<file path="src/rtl/mult_pkg.sv">
`default_nettype none
// +----------------------------------------------------------------------+
// | Package  : mult_pkg                                                  |
// | Purpose  : Shared FSM state type and counter sizing helper for the   |
// |            shift-add multiplier.                                     |
// | Revision : 1.0                                                       |
// +----------------------------------------------------------------------+
package mult_pkg;

    typedef enum logic [1:0] {
        IDLE = 2'd0,
        RUN  = 2'd1,
        DONE = 2'd2
    } state_t;

    // Bits needed to hold a count from 0 up to and including w.
    function automatic int cnt_width(input int w);
        return $clog2(w + 1);
    endfunction

endpackage
`default_nettype wire

</file>
<file path="src/rtl/shift_add_multiplier.sv">
`default_nettype none
// +----------------------------------------------------------------------+
// | Module   : shift_add_multiplier                                      |
// | Purpose  : Sequential radix-2 shift-add multiplier, one multiplier   |
// |            bit per cycle, optional runtime two's-complement mode.    |
// | Revision : 1.0                                                       |
// +----------------------------------------------------------------------+
module shift_add_multiplier
    import mult_pkg::*;
#(
    parameter int WIDTH     = 24,
    parameter bit SIGNED_EN = 1'b1
) (
    input  logic                 clk,
    input  logic                 reset,
    input  logic                 start,
    input  logic                 is_signed,
    input  logic [WIDTH-1:0]     x,
    input  logic [WIDTH-1:0]     y,
    output logic [2*WIDTH-1:0]   p,
    output logic                 out_en,
    output logic                 busy
);

    localparam int CNT_W = cnt_width(WIDTH);

    state_t               state_q,  state_d;
    logic [CNT_W-1:0]     cnt_q,    cnt_d;
    logic [2*WIDTH-1:0]   acc_q,    acc_d;
    logic [2*WIDTH-1:0]   mcand_q,  mcand_d;
    logic [WIDTH-1:0]     mplier_q, mplier_d;
    logic                 neg_q,    neg_d;
    logic [2*WIDTH-1:0]   p_q,      p_d;
    logic                 out_en_q, out_en_d;

    // Operands are reduced to magnitudes at accept; the sign is re-applied
    // to the finished accumulator. -(-2^(WIDTH-1)) still fits as unsigned.
    logic                 sign_mode;
    logic [WIDTH-1:0]     x_mag;
    logic [WIDTH-1:0]     y_mag;

    assign sign_mode = is_signed & SIGNED_EN;
    assign x_mag     = (sign_mode && x[WIDTH-1]) ? -x : x;
    assign y_mag     = (sign_mode && y[WIDTH-1]) ? -y : y;

    // Next-state and datapath update: accept in IDLE, shift-add in RUN,
    // publish the signed-corrected product when the counter is exhausted.
    always_comb begin
        state_d  = state_q;
        cnt_d    = cnt_q;
        acc_d    = acc_q;
        mcand_d  = mcand_q;
        mplier_d = mplier_q;
        neg_d    = neg_q;
        p_d      = p_q;
        out_en_d = 1'b0;
        case (state_q)
            IDLE: begin
                if (start) begin
                    mcand_d  = {{WIDTH{1'b0}}, x_mag};
                    mplier_d = y_mag;
                    neg_d    = sign_mode & (x[WIDTH-1] ^ y[WIDTH-1]);
                    acc_d    = '0;
                    cnt_d    = CNT_W'(WIDTH);
                    state_d  = RUN;
                end
            end
            RUN: begin
                if (cnt_q != '0) begin
                    if (mplier_q[0]) begin
                        acc_d = acc_q + mcand_q;
                    end
                    mcand_d  = mcand_q << 1;
                    mplier_d = mplier_q >> 1;
                    cnt_d    = cnt_q - 1'b1;
                end else begin
                    p_d      = neg_q ? -acc_q : acc_q;
                    out_en_d = 1'b1;
                    state_d  = DONE;
                end
            end
            DONE: begin
                state_d = IDLE;
            end
            default: begin
                state_d = IDLE;
            end
        endcase
    end

    // State and datapath registers with synchronous active-low clear.
    always_ff @(posedge clk) begin
        if (!reset) begin
            state_q  <= IDLE;
            cnt_q    <= '0;
            acc_q    <= '0;
            mcand_q  <= '0;
            mplier_q <= '0;
            neg_q    <= 1'b0;
            p_q      <= '0;
            out_en_q <= 1'b0;
        end else begin
            state_q  <= state_d;
            cnt_q    <= cnt_d;
            acc_q    <= acc_d;
            mcand_q  <= mcand_d;
            mplier_q <= mplier_d;
            neg_q    <= neg_d;
            p_q      <= p_d;
            out_en_q <= out_en_d;
        end
    end

    assign p      = p_q;
    assign out_en = out_en_q;
    assign busy   = (state_q != IDLE);

endmodule
`default_nettype wire

</file>
<file path="config.mk">
export PLATFORM = sky130hd
export DESIGN_NAME = shift_add_multiplier
export DESIGN_NICKNAME = d
export VERILOG_FILES = /design/src/rtl/mult_pkg.sv /design/src/rtl/shift_add_multiplier.sv
export SDC_FILE = /design/constraint.sdc
export NUM_CORES = 1
export LEC_CHECK = 0
export BUFFER_PORTS_ARGS = -buffer_cell sky130_fd_sc_hd__buf_2
export CAP_MARGIN = 20
export CELL_PAD_IN_SITES_DETAIL_PLACEMENT = 0
export CELL_PAD_IN_SITES_GLOBAL_PLACEMENT = 1
export CORE_UTILIZATION = 25
export DETAILED_ROUTE_END_ITERATION = 7
export PLACE_DENSITY_LB_ADDON = 0.1
export SLEW_MARGIN = 10
export SYNTH_ARGS = -nofsm -noshare
export SYNTH_HDL_FRONTEND = slang
export SYNTH_SLANG_ARGS = --single-unit
export TNS_END_PERCENT = 20
</file>
<file path="constraint.sdc">
create_clock -name clk -period 2.94 [get_ports clk]
set_input_delay 0.147 -clock clk [delete_from_list [all_inputs] [get_ports clk]]
set_output_delay 0.147 -clock clk [all_outputs]
set_load 0.01 [all_outputs]
</file>
* Yosys cells after proc, flatten, opt, wreduce, memory -nomap -nowiden
Cells that the tools add are included.
** Storage, ports and cells
- Output and inout bits :: 50
- Logic and storage cells :: 53
- Input bits :: 52
- Flip-flop bits (word level) :: 177
** Operators by class
- Bitwise logic cells :: 3
- Reduce and logical (&&, ||, !) cells :: 12
- Add/subtract/negate cells :: 5
- Equal/unequal tests :: 5
- Muxes and demuxes :: 20
** Operators by type and width (count)
- 2-to-1 mux 48 bit :: 6
- one-hot mux 48 bit (2 select lines) :: 2
- 2-to-1 mux 24 bit :: 4
- adder 48 bit :: 1
- negator 24 bit :: 2
- negator 48 bit :: 1
- one-hot mux 24 bit (2 select lines) :: 1
- 2-to-1 mux 5 bit :: 2
- one-hot mux 5 bit (2 select lines) :: 1
- inequality test 2 bit, second input constant :: 4
- AND reduction 2 bit :: 4
- nonzero test 5 bit :: 1
- subtractor 5 x 1 -> 5 bit, second input constant :: 1
- 2-to-1 mux 2 bit :: 2
- one-hot mux 2 bit (2 select lines) :: 1
- AND reduction 4 bit :: 1
- nonzero test 2 bit :: 2
- AND reduction 3 bit :: 1
- == test 2 x 1 -> 1 bit, second input constant :: 1
- logical AND 1 bit :: 2
- zero test 2 bit :: 1
- bitwise AND 1 bit :: 1
- 2-to-1 mux 1 bit :: 1
- NOT 1 bit :: 1
- bitwise XOR 1 bit :: 1

* Logic depth before layout (Yosys ltp)
Gate-level depths: netlist of run 1.
- Depth after elaboration :: 4
- Depth in mapped cells :: 12
- Mapped depth without buffers :: 12

* Worst setup path before layout of run 1
OpenSTA, ideal clock, no wires.
- Path kind :: reg-to-reg
- From :: register acc_q[0]
- To :: register acc_q[34]
- Library setup time :: 128 ps
- Period minus slack after synthesis :: 3126 ps
- Stages on the path, launching flop included :: 13
- Arrival time :: 2998 ps
- Buffers on the path :: 0
- Slack :: -186 ps
- Data required time :: 2812 ps
- Path through :: dfxtp_1 ha_1 fa_1 a211oi_1 o21bai_1 a21oi_1 o21ai_0 a221oi_1 o21ai_0 a41o_1 a31oi_1 xor2_1 o21ai_0
** On the way
- Longest elaborated chain between the ends :: 4
** Ends and longest elaborated chain
- from (decl) :: line shift_add_multiplier.sv:29 : logic [2*WIDTH-1:0] acc_q, acc_d;
- from (signal assigned) :: line shift_add_multiplier.sv:96 : acc_q <= '0;
- from (signal assigned) :: line shift_add_multiplier.sv:105 : acc_q <= acc_d;
- adder 48 bit :: line shift_add_multiplier.sv:71 : acc_d = acc_q + mcand_q;
- 2-to-1 mux 48 bit :: line shift_add_multiplier.sv:70 : if (mplier_q[0]) begin
- 2-to-1 mux 48 bit :: line shift_add_multiplier.sv:69 : if (cnt_q != '0) begin
- one-hot mux 48 bit (2 select lines) :: line shift_add_multiplier.sv:57 : case (state_q)
Every way passes these cells. The select of a mux whose other input is x is not followed.
A chain may end at the register's enable or synchronous reset.

* Worst setup path in the final report of run 1
- From :: register acc_q[6]
- To :: register p_q[37], in the netlist p[37]
** On the way
- Longest elaborated chain between the ends :: 2
** Ends and longest elaborated chain
- negator 48 bit :: line shift_add_multiplier.sv:77 : p_d = neg_q ? -acc_q : acc_q;
- 2-to-1 mux 48 bit :: line shift_add_multiplier.sv:77
- to (signal assigned) :: line shift_add_multiplier.sv:109 : p_q <= p_d;
- to (decl) :: line shift_add_multiplier.sv:33 : logic [2*WIDTH-1:0] p_q, p_d;
Every way passes these cells.

==> results of run 1 <==
## routing by layer
metal  global-route usage  vias to the layer above  wire length [um]
li1                     -                     5349                 -
met3              0.02378                       22               954
met1               0.2396                     4799             19390
met4              0.04317                        0               434
met5                    0                        -                 0
met2               0.2343                      145             14700
## final cells by class
cell class | count | area share
inverter | 25 | 0.006600
clock buffer | 20 | 0.03282
multi-input combinational | 1081 | 0.5223
timing repair buffer | 263 | 0.1220
sequential | 177 | 0.2505
clock inverter | 12 | 0.01434
tap | 585 | 0.05148
## where the power goes
group	internal (uW)	total, uW	switching (uW)
Combinational	617	1490	875
Clock	1580	2620	1030
Sequential	2580	2730	143
Total	4780	6840	2050
## registers in the layout, summed over array words and instances (netlist names)
| name | count |
|---|---|
| mplier_q | 24 |
| mcand_q | 48 |
| p | 48 |
| state_q | 2 |
| out_en | 1 |
| neg_q | 1 |
| cnt_q | 5 |
| acc_q | 48 |
## per-stage QoR
stage | setup TNS (ns) | power, uW
after global placement | -2.275 | 4242
after CTS | -1.119 | 6935
after floorplan | -0.01510 | 3668
after global routing | -3.198 | 7234
after detailed placement | -2.762 | 4256
final | -0.7020 | 6836
## cells in the final DEF, fill, tap and decap left out, types with 16 or more instances in the layout
cell type and instances:
a211oi_1 34, a21o_1 25, a21oi_1 100, a22o_1 25, a22oi_1 20, buf_2 100, buf_4 161, clkbuf_16 17
dfxtp_1 162, ha_1 45, inv_1 25, nand2_1 149, nand3_1 18, nor2_1 81, nor2b_1 66, nor3_1 17
o211a_1 42, o21ai_0 84, or3_1 16, xnor2_1 50, xor2_1 79
## cells by family after synthesis
family          share of synthesized area
simple gates                       0.1932
xor+xnor                           0.1020
flops                              0.3200
fa+ha+maj                         0.06056
compound gates                     0.2872
buf+inv                           0.03706
## critical path, delay by kind of cell, from the launching register on
family	cells	cell delay [ns]
buffers and inverters	1	0.19
AOI/OAI and AO/OA	2	0.27
DFF	1	0.31
xor gates and xnor gates	1	0.15
and+or+nand+nor	7	2.05
## path summary, 6_finish.rpt
check             slack (ns)   startpoint          end  cells past startpoint
hold / removal          0.05    is_signed        neg_q                      3
setup / recovery       -0.13     acc_q[6]        p[37]                     11
setup reg to reg       -0.13     acc_q[6]        p[37]                     11
hold reg to reg         0.47  mplier_q[1]  mplier_q[1]                      2
## timing repair
item	4_1_cts	5_1_grt
buffers inserted	0	4
setup endpoints to repair	30	37
hold buffers	1	0
gates resized for setup	18	61
pin swaps	8	26
endpoints found under the hold margin	1	0
==> metrics.md, run 1 <==
| Metric | Value |
|---|---|
| CTS Buf Count | 17 |
| CP endpoint kind | flip-flop |
| Avg Inst Size Synth | 8.107 um^2 |
| Failing checks | setup timing |
| Worst path slowest cell | or4_4 |
| Setup Skew | 0.01315 ns |
| First-pass detailed-route iteration total | 4 |
| Chip height | 212.5 um |
| Commonest cells in the netlist | dfxtp_1 (177), nand2_1 (151), a21oi_1 (107), o21ai_0 (102), nor2_1 (84) |
| Iteration-0 DRC Markers | 502 |
| Synth area leader | dfxtp_1 |
| RSZ-0062 raised after global routing | true |
| VDD IR max | 0.3797 mV |
| CP max FO | 4 |
| Post-DR vias/cell | 4.769 |
| Final instance count without filler cells | 2163 |
| Maxcap violations | 0 |
| Starting Density | 0.2554 |
| Yosys reg bits | 177 |
| Min-Delay Path Class | in -> reg |
| Dominant synthesized flop cell | dfxtp_1 |
| Final Critical Period | 3.068 ns |
| Layout Utilization | 0.3279 |
| Post-Syn Instances | 1366 |
| Largest net degree at the start of global routing | 81 |
| WP data required | 3.29 ns |
| Crit path DAT | 3.41 ns |
| GRT overflow | 0 |
| Top-area cell type share of the netlist area | 0.3200 |
| Chip width | 212.5 um |
| Cells along the critical path | or4_4 -> or3_4 -> or3_4 -> or3_4 -> nor4_4 -> nand2_2 -> buf_4 -> o21ai_2 -> xor2_1 -> nand2_1 -> o211a_1 |
| GPL Wtd Cong | 0.8088 |
| CTS tree | built |
| Slowest stage delay, CP | 0.53 ns |
| Row cnt | 76 |
| Routed len/inst | 16.40 um |
| Fin worst setup slack | -0.1276 ns |
| Final Hold Vio Count | 0 |
| Mapped cell area | 11070 um^2 |
| Area of the die | 45140 um^2 |
| # setup viols final | 11 |
| Port Buffers | 101 |
| DRT antenna net count | 0 |
| First-pass GRT wire length | 56.30 mm |
| Synth area leaders | dfxtp_1 (32%), xor2_1 (6.2%), ha_1 (5.9%), nand2_1 (5.1%), a21oi_1 (4.8%) |
| Most frequent cell after synthesis | dfxtp_1 |
| WHS | 0.04522 ns |
| Worst-Margin Slew | 0.8081 ns |
| Clock transition at the registers of the reported paths | 0.07 ns |
| Initial antenna violation count | 0 |
| CP dominant cell by count | or3_4 |
| Worst-skew pair later-pin latency | 0.46 ns |
| Drt drc | 0 |
| Period utilization | 1.043 |
| CTS Root Cell | clkbuf_16 |
| Unique masters post-synth | 64 |
| Layout cells sized above 1 | 0.2383 |
| Power per cell area | 480.8 nW/um^2 |
| Max Slew Vio Count | 0 |
| Core ar. | 43360 um^2 |
| Status | finished, violations left |
| CP Launch Type | flip-flop |
| EDFF count, synth | 0 |
| Sequential area share after synthesis | 0.3200 |
| Drt total wl | 35.48 mm |
| CTS max path bufs | 2 |
| Max transition margin | 0.4612 |
| Footprint of the multi-input gates | 7426 um^2 |
| Peak Freq | 0.3260 GHz |
| Post-Place Cell Area | 13200 um^2 |
| FFs w/ async S/R, synth | 0 |
| Register area | 3562 um^2 |
| # H-tree levels | 4 |
| Number of placed cells counting well taps | 2125 |
| Pre-CTS setup slack | -0.2436 ns |
| P&R area growth vs syn | 28.39% |
| Cell leakage power | 0.006436 uW |
| Crit path kind | reg -> reg |
| Clock Sinks | 177 |
| Finished Cell Area | 14220 um^2 |
| Fill cell count | 4669 |
| Yosys warns | 0 |
| # diodes | 0 |
| Routed vias | 10.32k |
| Post-DP HPWL | 27.00 mm |
| I/O pin count | 102 |
| Vias in the first global route | 9884 |
| Total global-route track usage | 0.1600 |
| Synth Net Count | 1471 |
| Nets | 1670 |
No activity file was read; power rests on OpenSTA's default activity.
==> run 2: changes to the inputs <==
==> constraint.sdc (replaced) <==
create_clock -name clk -period 2.87 [get_ports clk]
set_input_delay 0 -clock clk [delete_from_list [all_inputs] [get_ports clk]]
set_output_delay 0 -clock clk [all_outputs]
set_load 0.01 [all_outputs]
==> run 2 against run 1 <==
  * The run still ends with setup timing left
  * Flip-flop and latch count did not move
  * Final cell count rose by 1.3%
  * Register-to-register slack got worse by 0.03 ns
  * Die area did not move
  * Largest cell class unchanged
==> metrics.md, run 2 (synthesized netlist as in run 1, its figures left out) <==
| Metric | Value |
|---|---|
| Post-DP HPWL | 27.43 mm (was 27.00 mm) |
| Final Critical Period | 3.032 ns (was 3.068 ns) |
| Status | finished, violations left (unchanged) |
| Row cnt | 76 (unchanged) |
| Chip width | 212.5 um (unchanged) |
| CTS Buf Count | 17 (unchanged) |
| CTS Root Cell | clkbuf_16 (unchanged) |
| P&R area growth vs syn | 30.71% (was 28.39%) |
| Iteration-0 DRC Markers | 628 (was 502) |
| Layout Utilization | 0.3338 (was 0.3279) |
| Worst-skew pair later-pin latency | 0.46 ns (about the same) |
| I/O pin count | 102 (unchanged) |
| Worst path slowest cell | or4_4 (unchanged) |
| Cells on worst reg2reg path | 10 (was 11) |
| Core ar. | 43360 um^2 (unchanged) |
| Hold worst-path end | mcand_q[13] (was neg_q) |
| Commonest non-fill, non-tap cell in the layout | buf_4 (was dfxtp_1) |
| Period utilization | 1.056 (was 1.043) |
| GPL Wtd Cong | 0.8216 (was 0.8088) |
| Post-CTS Setup Inserts | 0 (unchanged) |
| Number of placed cells counting well taps | 2147 (was 2125) |
| Area of the die | 45140 um^2 (unchanged) |
| Setup Skew | 0.01269 ns (was 0.01315 ns) |
| Vias in the first global route | 10.47k (was 9884) |
| Final instance count without filler cells | 2192 (was 2163) |
| Min-Delay Path Class | in -> reg (unchanged) |
| # setup viols final | 12 (was 11) |
| Drt drc | 0 (unchanged) |
| Cell leakage power | 0.006543 uW (was 0.006436 uW) |
| First-pass detailed-route iteration total | 5 (was 4) |
| RR Endpoint | p[45] (was p[37]) |
| # diodes | 0 (unchanged) |
| CP dominant cell by count | or3_4 (unchanged) |
| VDD IR max | 0.2854 mV (was 0.3797 mV) |
| Power per cell area | 467.5 nW/um^2 (was 480.8 nW/um^2) |
| Routed vias | 10.49k (was 10.32k) |
| Total global-route track usage | 0.1634 (was 0.1600) |
| Finished Cell Area | 14480 um^2 (was 14220 um^2) |
| Routed len/inst | 16.30 um (was 16.40 um) |
| Crit path kind | reg -> reg (unchanged) |
| Maxcap violations | 0 (unchanged) |
| Chip height | 212.5 um (unchanged) |
| First-pass GRT wire length | 57.53 mm (was 56.30 mm) |
| Sum of negative setup slack | -1.076 ns (was -0.7020 ns) |
| Peak Freq | 0.3298 GHz (was 0.3260 GHz) |
| Worst-Margin Slew | 0.8022 ns (was 0.8081 ns) |
| Nets | 1699 (was 1670) |
| Max Slew Vio Count | 0 (unchanged) |
| DRT antenna net count | 0 (unchanged) |
| Failing checks | setup timing (unchanged) |
| Slowest stage delay, CP | 0.53 ns (about the same) |
| CTS tree | built (unchanged) |
| Clock transition at the registers of the reported paths | 0.07 ns (about the same) |
| Port Buffers | 101 (unchanged) |
| Most frequent cells in the layout | buf_4 (178), dfxtp_1 (170), nand2_1 (149), buf_2 (100), a21oi_1 (98) (was dfxtp_1 (162), buf_4 (161), nand2_1 (149), a21oi_1 (100), buf_2 (100)) |
| Min-delay src | x[13] (was is_signed) |
| Post-Place Cell Area | 13380 um^2 (was 13200 um^2) |
| Post-DR vias/cell | 4.786 (was 4.769) |
| GRT overflow | 0 (unchanged) |
| Layout cells sized above 1 | 0.2470 (was 0.2383) |
| Drt total wl | 35.72 mm (was 35.48 mm) |
| Max transition margin | 0.4639 (was 0.4612) |
| WP data required | 3.22 ns (was 3.29 ns) |
| Clock Sinks | 177 (unchanged) |
| Fin worst setup slack | -0.1621 ns (was -0.1276 ns) |
| CP max FO | 5 (was 4) |
| CTS max path bufs | 2 (unchanged) |
| Final Hold Vio Count | 0 (unchanged) |
| WP buf/inv | 0 (was 1) |
| Hold path cells | 5 (was 3) |
| RSZ-0062 raised after global routing | true (unchanged) |
| Crit-path leading delay family | simple AND/OR/NAND/NOR gates (unchanged) |
| Initial antenna violation count | 0 (unchanged) |
| # H-tree levels | 4 (unchanged) |
| Cells along the critical path | or4_4 -> or3_4 -> or3_4 -> or3_4 -> nor4_4 -> nand2_2 -> o31ai_2 -> xor2_1 -> nand2_1 -> o211a_1 (was or4_4 -> or3_4 -> or3_4 -> or3_4 -> nor4_4 -> nand2_2 -> buf_4 -> o21ai_2 -> xor2_1 -> nand2_1 -> o211a_1) |
| CP endpoint kind | flip-flop (unchanged) |
| Largest net degree at the start of global routing | 81 (unchanged) |
| Crit path DAT | 3.38 ns (was 3.41 ns) |
| Starting Density | 0.2554 (unchanged) |
| CP Launch Type | flip-flop (unchanged) |
| R2R Setup Slk | -0.16 ns (was -0.13 ns) |
| Worst reg2reg startpoint | acc_q[6] (unchanged) |
## run 2: cell count changes in the layout (fill, tap and decap cells not counted), sizes merged
cell,previous run,this run
bufinv,5,2
clkinv,4,5
dlygate4sd3,1,12
buf,262,280
clkinvlp,2,4
## run 2: metrics by stage
step	hold slack [ns]	setup slack (ns)	total power [uW]
2_1_floorplan	0.1449	-0.06001	3758
3_3_place_gp	0.3514	-0.2175	4372
3_5_place_dp	0.3676	-0.2626	4383
4_1_cts	0.001157	-0.1883	6843
5_1_grt	0.03374	-0.3104	7176
6_report	0.02402	-0.1621	6767
## run 2: layer usage
metal | vias up | global-route usage | wire length (um)
met5 | - | 0 | 0
met4 | 0 | 0.05358 | 689
met3 | 32 | 0.02349 | 1146
met2 | 166 | 0.2450 | 14830
met1 | 4882 | 0.2370 | 19060
li1 | 5410 | - | -
## run 2: worst reg2reg max path, cell delays in order, from the launching register on
cell     delay (ns)
dfxtp_2        0.32
or4_4          0.53
or3_4          0.36
or3_4          0.38
or3_4          0.36
nor4_4         0.18
nand2_2        0.17
o31ai_2        0.24
xor2_1         0.19
nand2_1        0.07
o211a_1        0.13
## run 2: cell type report
cell class,count,area (um^2)
tap,585,732.0
inverter,25,93.84
clock buffer,20,456.7
fill,4729,28890
sequential,177,3555
clock inverter,12,133.9
timing repair buffer,292,1988
multi-input combinational,1081,7516
## run 2: timing repair
action	4_1_cts	5_1_grt
gates resized for setup	24	57
gates cloned	0	0
pin swaps	3	5
hold endpoints to repair	21	0
hold buffers	12	0
endpoints found under the setup margin	32	41
## run 2: power by group
| group | switching [uW] | internal, uW |
|---|---|---|
| sequential | 143 | 2650 |
| clock | 1070 | 1330 |
| combinational | 913 | 668 |
| total | 2120 | 4640 |
## run 2: worst max-delay path by stage
stage,start,end,slack (ns),cells past startpoint
5_1_grt,acc_q[6],p[41],-0.31,10
3_5_place_dp,acc_q[0],acc_q[44],-0.26,13
2_1_floorplan,acc_q[6],p[41],-0.06,10
6_report,acc_q[6],p[45],-0.16,10
4_1_cts,acc_q[6],p[41],-0.19,10
3_3_place_gp,acc_q[0],acc_q[44],-0.22,13
